## src/rtl/timer_arbiter.sv

```systemverilog
// Round-robin arbiter granting one requester at a time ownership of a shared timer_counter.
// Latency: the grant appears 1 cycle after selection, and done appears after LOAD plus `ticks` overflows plus 1 cycle.
// Backpressure: requesters hold req high until done. Dropping req during RUN abandons the grant without a done pulse.
module timer_arbiter #(
    parameter int M_BITS    = 4,
    parameter int TICK_BITS = 8,
    parameter int N_REQ     = 4
) (
    input  logic                       clk,
    input  logic                       reset,
    input  logic [N_REQ-1:0]           req,
    input  logic [N_REQ*M_BITS-1:0]    period,
    input  logic [N_REQ*TICK_BITS-1:0] ticks,
    output logic [N_REQ-1:0]           grant,
    output logic [N_REQ-1:0]           done,
    output logic                       busy,
    output logic [M_BITS-1:0]          tmr_m,
    output logic                       tmr_reset,
    input  logic                       tmr_of
);

    localparam int IDX_W = (N_REQ > 1) ? $clog2(N_REQ) : 1;

    typedef enum logic [1:0] {
        IDLE = 2'd0,
        LOAD = 2'd1,
        RUN  = 2'd2,
        DONE = 2'd3
    } state_t;

    state_t               state_q;
    state_t               state_d;
    logic [IDX_W-1:0]     owner_q;
    logic [IDX_W-1:0]     last_owner_q;
    logic [M_BITS-1:0]    tmr_m_q;
    logic [TICK_BITS-1:0] remaining_q;

    logic                 sel_vld;
    logic [IDX_W-1:0]     sel_idx;
    logic [IDX_W-1:0]     cand_idx;
    int                   cand;
    logic [N_REQ-1:0]     owner_onehot;

    // Unpack the per-requester slices so they can be indexed by requester number
    logic [M_BITS-1:0]    period_arr [N_REQ];
    logic [TICK_BITS-1:0] ticks_arr  [N_REQ];

    for (genvar g = 0; g < N_REQ; g++) begin : g_unpack
        assign period_arr[g] = period[g*M_BITS +: M_BITS];
        assign ticks_arr[g]  = ticks[g*TICK_BITS +: TICK_BITS];
    end

    // Round-robin pick: the first asserted req at or after last_owner+1, wrapping
    always_comb begin
        sel_vld  = 1'b0;
        sel_idx  = '0;
        cand     = 0;
        cand_idx = '0;
        for (int k = 0; k < N_REQ; k++) begin
            cand = int'(last_owner_q) + 1 + k;
            if (cand >= N_REQ) begin
                cand = cand - N_REQ;
            end
            cand_idx = IDX_W'(cand);
            if (!sel_vld && req[cand_idx]) begin
                sel_vld = 1'b1;
                sel_idx = cand_idx;
            end
        end
    end

    // State register
    always_ff @(posedge clk or posedge reset) begin
        if (reset) begin
            state_q <= IDLE;
        end else begin
            state_q <= state_d;
        end
    end

    // Next-state logic. An abandoned request outranks a coincident overflow.
    always_comb begin
        state_d = state_q;
        case (state_q)
            IDLE: begin
                if (sel_vld) begin
                    state_d = LOAD;
                end
            end
            LOAD: begin
                state_d = (remaining_q != '0) ? RUN : DONE;
            end
            RUN: begin
                if (!req[owner_q]) begin
                    state_d = IDLE;
                end else if (tmr_of && (remaining_q == TICK_BITS'(1))) begin
                    state_d = DONE;
                end
            end
            DONE: begin
                state_d = IDLE;
            end
            default: begin
                state_d = IDLE;
            end
        endcase
    end

    // Owner, timer modulus and overflow countdown.
    // These are captured only at selection, so later input changes do not affect the current grant.
    always_ff @(posedge clk or posedge reset) begin
        if (reset) begin
            owner_q      <= '0;
            last_owner_q <= IDX_W'(N_REQ - 1);
            tmr_m_q      <= '0;
            remaining_q  <= '0;
        end else begin
            case (state_q)
                IDLE: begin
                    if (sel_vld) begin
                        owner_q     <= sel_idx;
                        tmr_m_q     <= period_arr[sel_idx];
                        remaining_q <= ticks_arr[sel_idx];
                    end
                end
                RUN: begin
                    if (!req[owner_q]) begin
                        last_owner_q <= owner_q;
                    end else if (tmr_of) begin
                        remaining_q <= remaining_q - TICK_BITS'(1);
                    end
                end
                DONE: begin
                    last_owner_q <= owner_q;
                end
                default: begin
                end
            endcase
        end
    end

    // Outputs decode from registered state.
    // tmr_reset also follows reset so the timer is cleared while the arbiter is held in reset.
    always_comb begin
        owner_onehot = N_REQ'(1) << owner_q;
        grant        = (state_q != IDLE) ? owner_onehot : '0;
        done         = (state_q == DONE) ? owner_onehot : '0;
        busy         = (state_q != IDLE);
        tmr_reset    = reset || (state_q == LOAD);
        tmr_m        = tmr_m_q;
    end

endmodule
```

## config.mk

```make
export PLATFORM = sky130hd
export DESIGN_NAME = timer_arbiter
export DESIGN_NICKNAME = d
export VERILOG_FILES = /design/src/rtl/timer_arbiter.sv
export SDC_FILE = /design/constraint.sdc
export NUM_CORES = 1
export LEC_CHECK = 0
export ABC_AREA = 0
export BUFFER_PORTS_ARGS = -buffer_cell sky130_fd_sc_hd__buf_2
export CAP_MARGIN = 20
export CORE_UTILIZATION = 30
export CTS_BUF_LIST = sky130_fd_sc_hd__clkbuf_8
export DETAILED_ROUTE_END_ITERATION = 8
export GPL_TIMING_DRIVEN = 0
export HOLD_SLACK_MARGIN = 0.03
export SYNTH_ARGS = -nofsm -noshare
export SYNTH_HDL_FRONTEND = slang
export SYNTH_SLANG_ARGS = --single-unit
export TNS_END_PERCENT = 30
```

## constraint.sdc

```tcl
create_clock -name clk -period 2.45 [get_ports clk]
set_clock_uncertainty 0.15 [all_clocks]
set_input_delay 0.245 -clock clk [delete_from_list [all_inputs] [get_ports clk]]
set_output_delay 0.245 -clock clk [all_outputs]
set_load 0.01 [all_outputs]
```

==> flow_summary.yaml, run 1 <==
floorplanning:
  io_pins: 69
  rows: 25
  die_w_um: 72.7
  core_mm2: 0.00475
  fp.dieArea_mm2: 0.00528
  start_util_pct: 31.5
  die_h_um: 72.7
sta:
  worstMarginPinSlew_ns: 0.744
  timing.final.ws_setup_ns: 0.218
  hold_violations: 0
  holdWs_ns: 0.122
  period_needed_ns: 2.23
  period_share_pct: 91.1
  relSlewSlack_pct: 50.4
  rsz0062_at_grt: "no"
  fmax_mhz: 448
  setup_viol: 0
  fin_tns_setup_ns: 0
  final-max-slew-violation-count: 0
final_layout:
  utilization_pct: 41.8
  diodes: 0
  final_cell_mix: "69 x buf_2, 20 x mux2i_1, 16 x nor2_1, 16 x dfrtp_1, 14 x nand2_1"
  drive_gt1_share_pct: 40.9
  stdcell_area_mm2: 0.00199
  areaGrowthSynthToFinish_pct: 32.7
  multi_input_area_um2: 968
  mostFrequentLayoutCell: "buf_2"
  fin_nets: 294
  num-fill-cells: 513
  regArea_um2: 453
power:
  clkPwrFrac_pct: 11.5
  pwr_density_cell_mw_per_mm2: 1100
  seqPwrFrac_pct: 28.1
  p_int_mw: 1.24
  vdd_drop_max_mv: 0.337
  combPwrFrac_pct: 60.4
  p_leak_nw: 0.974
  switching_share_pct: 43.3
  switchingPower_mw: 0.948
synth:
  synth_edf_count: 0
  avgSynthCellArea_um2: 9.24
  syn_nets: 220
  ys_seq_area_share_pct: 30.2
  synthFlopType: "dfrtp_1"
  async_reset_ff_share_pct: 100
  ys_ff_latch: 18
  synth_area_mm2: 0.00150
  synth_warnings: 0
  ys_types: 49
  synthCells: 162
global_route:
  gr-usage-all-layers_pct: 15.5
  grt_pass1_wl_mm: 6.35
  overflow: 0
  grt_pass1_vias: 1380
  antenna_found_initial: 0
  grt_max_degree: 20
clock_tree:
  clockBufferDepth: 2
  cts_root_buf: "clkbuf_8"
  cts_tree: "yes"
  clk_pin_slew_ns: 0.08
  clk_latency_ns: 0.25
  post_cts_buffers: 0
  cts_buffers: 3
  htreeDepth: 1
  cts.sinks: 18
worst_setup_path:
  path_delay_family: "compound AO/OA/AOI/OAI gates"
  critPathLaunchType: "register"
  path_buf_inv: 1
  cp_max_fo: 10
  slowest_delay_ns: 0.59
  slowest_stage: "dfstp_2"
  crit_arrival_ns: 2.23
  crit_type: "reg2reg"
  path_cells: "nand3b_1 -> a31oi_4 -> buf_4 -> mux2i_1 -> o22ai_1 -> a211o_2"
  cp.required_ns: 2.45
  endpoint_kind: "register"
route:
  drcViolationCount: 0
  wl_mm: 3.89
  vias: 1471
  dr.pass1.iters: 4
  drt-initial-drc-count: 73
  vias_per_cell: 4.87
  wl_per_cell_um: 12.9
  ant_nets: 0
placed_design:
  place_area_mm2: 0.00192
  dpl.hpwl_mm: 2.98
  routabilityCongestion: 0.842
  io_buffers: 68
  pre_cts_ws_ns: 0.183
status:
  status: "finished, final reports clean"
flow_run:
  max-cap-violations: 0
worst_hold_path:
  hp-class: "in2reg"
[sequential cells by signal, summed over array words and instances, names as in the netlist]
name,count
state_q,2
tmr_m,4
last_owner_q,2
remaining_q,8
owner_q,2
[cells in the mapped netlist (all sizes together), types with 3 or more instances]
cell type  number  area [µm²]
a211o           3        27.5
a21o            3        23.8
a21oi           4        20.0
a2bb2oi         5        43.8
and2            5        33.8
buf             5        46.3
dfrtp          16         400
ha              3        37.5
inv             7        26.3
mux2            7        78.8
mux2i          20         200
nand2          15        58.8
nand2b          5        31.3
nand3           4        25.0
nor2           16        60.1
nor3            4        20.0
o21ai           6        30.0
o22ai           5        31.3
[final timing paths]
check,depth (start not counted),endpoint,slack [ns],from
setup / recovery,6,remaining_q[6]$_DFFE_PP0P_,0.22,last_owner_q[1]$_DFFE_PP1P_
max in group asynchronous,3,owner_q[0]$_DFFE_PP0P_,1.17,reset
hold / removal,3,tmr_m[3]$_DFFE_PP0P_,0.12,period[7]
setup reg to reg,6,remaining_q[6]$_DFFE_PP0P_,0.22,last_owner_q[1]$_DFFE_PP1P_
hold reg to reg,2,tmr_m[0]$_DFFE_PP0P_,0.34,tmr_m[0]$_DFFE_PP0P_
min in group asynchronous,3,tmr_m[0]$_DFFE_PP0P_,0.51,reset
[power by group through the flow]
stage               combinational (mW)  sequential [mW]  clock (mW)
floorplan                        0.989            0.603           0
finish                            1.32            0.615       0.251
global route                      1.46            0.647       0.272
detailed placement                1.33            0.620           0
CTS                               1.33            0.614       0.257
global placement                  1.32            0.615           0
[area by class of cell]
type / instances / area share (%)
multi-input combinational: 131 / 48.7
sequential: 18 / 22.8
timing repair buffer: 69 / 17.6
tap: 67 / 4.22
clock buffer: 4 / 2.77
buffer: 6 / 2.52
inverter: 7 / 1.32
[cell families (layout without fill, tap and decap cells)]
kind of cell	Yosys count	after routing	share of synthesized area (%)
AOI/OAI and AO/OA	43	43	22.7
adders and majority gates	3	3	2.51
buffers and inverters	13	86	5.10
DFF	18	18	30.2
muxes	28	28	20.1
and+or+nand+nor	57	57	19.3
[timing repair]
item                      4_1_cts  5_1_grt
hold buffers                    1        0
gates resized for setup         0        0
hold endpoints to repair       16        0
[worst reg2reg max path, delay by kind of cell, from the launching register on]
family	cells	cell delay (ns)
DFF	1	0.59
muxes	1	0.22
and+or+nand+nor	1	0.13
AOI/OAI and AO/OA	3	0.75
buffers and inverters	1	0.28
[layer usage]
metal  vias to the layer above  GRT usage (%)  wire (µm)
li1                        747              -          -
met5                         -              0          0
met1                       659           20.2       1850
met2                        63           27.2       1790
met4                         0           3.92         23
met3                         2           1.93        221
[stage by stage]
step	std cells	power [mW]
floorplan	162	1.59
global placement	297	1.93
detailed placement	297	1.95
CTS	302	2.21
global route	302	2.38
finish	302	2.19
No activity file was read; power rests on OpenSTA's default activity.
==> run 2, diff against run 1 <==
clock period = 2.13 ns   (was 2.45 ns; I/O delays follow)
==> flow_summary.yaml, run 2 (synthesis gave the netlist of run 1 again) <==
sta:
  final-max-slew-violation-count: 0
  fmax_mhz: 481
  period_needed_ns: 2.08
  worstMarginPinSlew_ns: 0.540
  setup_viol: 0
  fin_tns_setup_ns: 0
  hold_violations: 0
  period_share_pct: 97.6
  rsz0062_at_grt: "yes"
  relSlewSlack_pct: 63.9
clock_tree:
  clockBufferDepth: 2
  htreeDepth: 1
  cts.sinks: 18
  clk_pin_slew_ns: 0.07
  cts_tree: "yes"
  cts_buffers: 3
  clk_latency_ns: 0.25
  cts_root_buf: "clkbuf_8"
global_route:
  gr-usage-all-layers_pct: 15.6
  grt_pass1_vias: 1382
  antenna_found_initial: 0
  grt_pass1_wl_mm: 6.38
  grt_max_degree: 20
  overflow: 0
floorplanning:
  io_pins: 69
  die_w_um: 72.7
  core_mm2: 0.00475
  die_h_um: 72.7
  start_util_pct: 31.5
  fp.dieArea_mm2: 0.00528
  rows: 25
route:
  top_layer: "met4"
  met1_length_mm: 1.85
  wl_met2_mm: 1.83
  drcViolationCount: 0
  drt-initial-drc-count: 67
  wl_per_cell_um: 13.0
  vias_per_cell: 4.91
  met3_length_um: 223
  dr.pass1.iters: 4
  ant_nets: 0
  wl_mm: 3.92
  vias: 1487
final_layout:
  top_register: "remaining_q"
  fin_nets: 295
  mostFrequentLayoutCell: "buf_2"
  diodes: 0
  areaGrowthSynthToFinish_pct: 34.3
  drive_gt1_share_pct: 41.9
  final_cell_mix: "69 x buf_2, 20 x mux2i_1, 16 x dfrtp_1, 15 x nor2_1, 14 x nand2_1"
  largest_register_ffs: 8
worst_setup_path:
  cp_max_fo: 10
  endpoint_kind: "register"
  crit_arrival_ns: 2.07
  crit_type: "reg2reg"
  critPathLaunchType: "register"
  cp.required_ns: 2.12
status:
  status: "finished, final reports clean"
placed_design:
  routabilityCongestion: 0.842
  io_buffers: 68
  dpl.hpwl_mm: 2.98
power:
  vdd_drop_max_mv: 0.391
  p_leak_nw: 0.974
  finalPower_mw: 2.56
  pwr_density_cell_mw_per_mm2: 1270
flow_run:
  max-cap-violations: 0
worst_hold_path:
  hp-class: "in2reg"
## run 2: cell types whose count changed in the layout (fill, tap and decap cells not counted), sizes merged
| cell | delta |
|---|---|
| clkinvlp | +1 |
| inv | -1 |
| buf | +1 |
## run 2: critical path: stages (launching register included)
cell	delay, ns
dfstp_2	0.59
nand3b_1	0.13
a31oi_4	0.19
buf_4	0.24
mux2i_1	0.22
o22ai_1	0.13
a211o_2	0.31
## run 2: power breakdown
part           total (mW)  internal [mW]  switching, mW  leakage (nW)
combinational        1.56          0.750          0.810         0.734
clock               0.285          0.164          0.120        0.0288
sequential          0.713          0.535          0.178         0.211
total                2.56           1.45           1.11         0.974
## run 2: area by class of cell
| type | count | area (µm²) |
|---|---|---|
| Tap cell | 67 | 83.8 |
| Clock buffer | 4 | 55.1 |
| Inverter | 7 | 30.0 |
| Multi-Input combinational cell | 131 | 982 |
| Fill cell | 509 | 2740 |
| Buffer | 6 | 50.0 |
| Timing Repair Buffer | 70 | 358 |
| Sequential cell | 18 | 453 |
## run 2: through the flow
step           area (µm²)  std cells  setup slack [ns]  hold WS (ns)  util (%)
2_1_floorplan        1500        162             0.120       0.00829         -
3_3_place_gp         1920        297            -0.108         0.237      40.4
3_5_place_dp         1920        297            -0.137         0.247      40.4
4_1_cts              1990        303            0.0154        0.0943      41.9
5_1_grt              2010        303           -0.0212         0.117      42.3
6_report             2010        303            0.0508        0.0918      42.3
## run 2: worst paths after layout
path                       slack, ns  depth (start not counted)                   startpoint                     endpoint
min in group asynchronous       0.36                          3                        reset       state_q[0]$_DFFE_PP0P_
setup reg to reg                0.05                          6  last_owner_q[1]$_DFFE_PP1P_   remaining_q[6]$_DFFE_PP0P_
max in group asynchronous       1.16                          3                        reset  last_owner_q[1]$_DFFE_PP1P_
hold / removal                  0.09                          3                    period[7]         tmr_m[3]$_DFFE_PP0P_
setup / recovery                0.05                          6  last_owner_q[1]$_DFFE_PP1P_   remaining_q[6]$_DFFE_PP0P_
hold reg to reg                 0.34                          2         tmr_m[0]$_DFFE_PP0P_         tmr_m[0]$_DFFE_PP0P_
## run 2: metal layers
metal | global-route usage, % | vias to the layer above
met4 | 3.92 | 0
met2 | 27.2 | 64
met5 | 0 | -
met3 | 1.93 | 2
met1 | 20.6 | 671
li1 | - | 750
## run 2: what timing repair did
item                                    4_1_cts  5_1_grt
hold buffers                                  1        0
resized for setup                             0        3
buffers inserted                              1        0
endpoints found under the setup margin        4        5
endpoints found under the hold margin        16        0
pin swaps                                     1        0
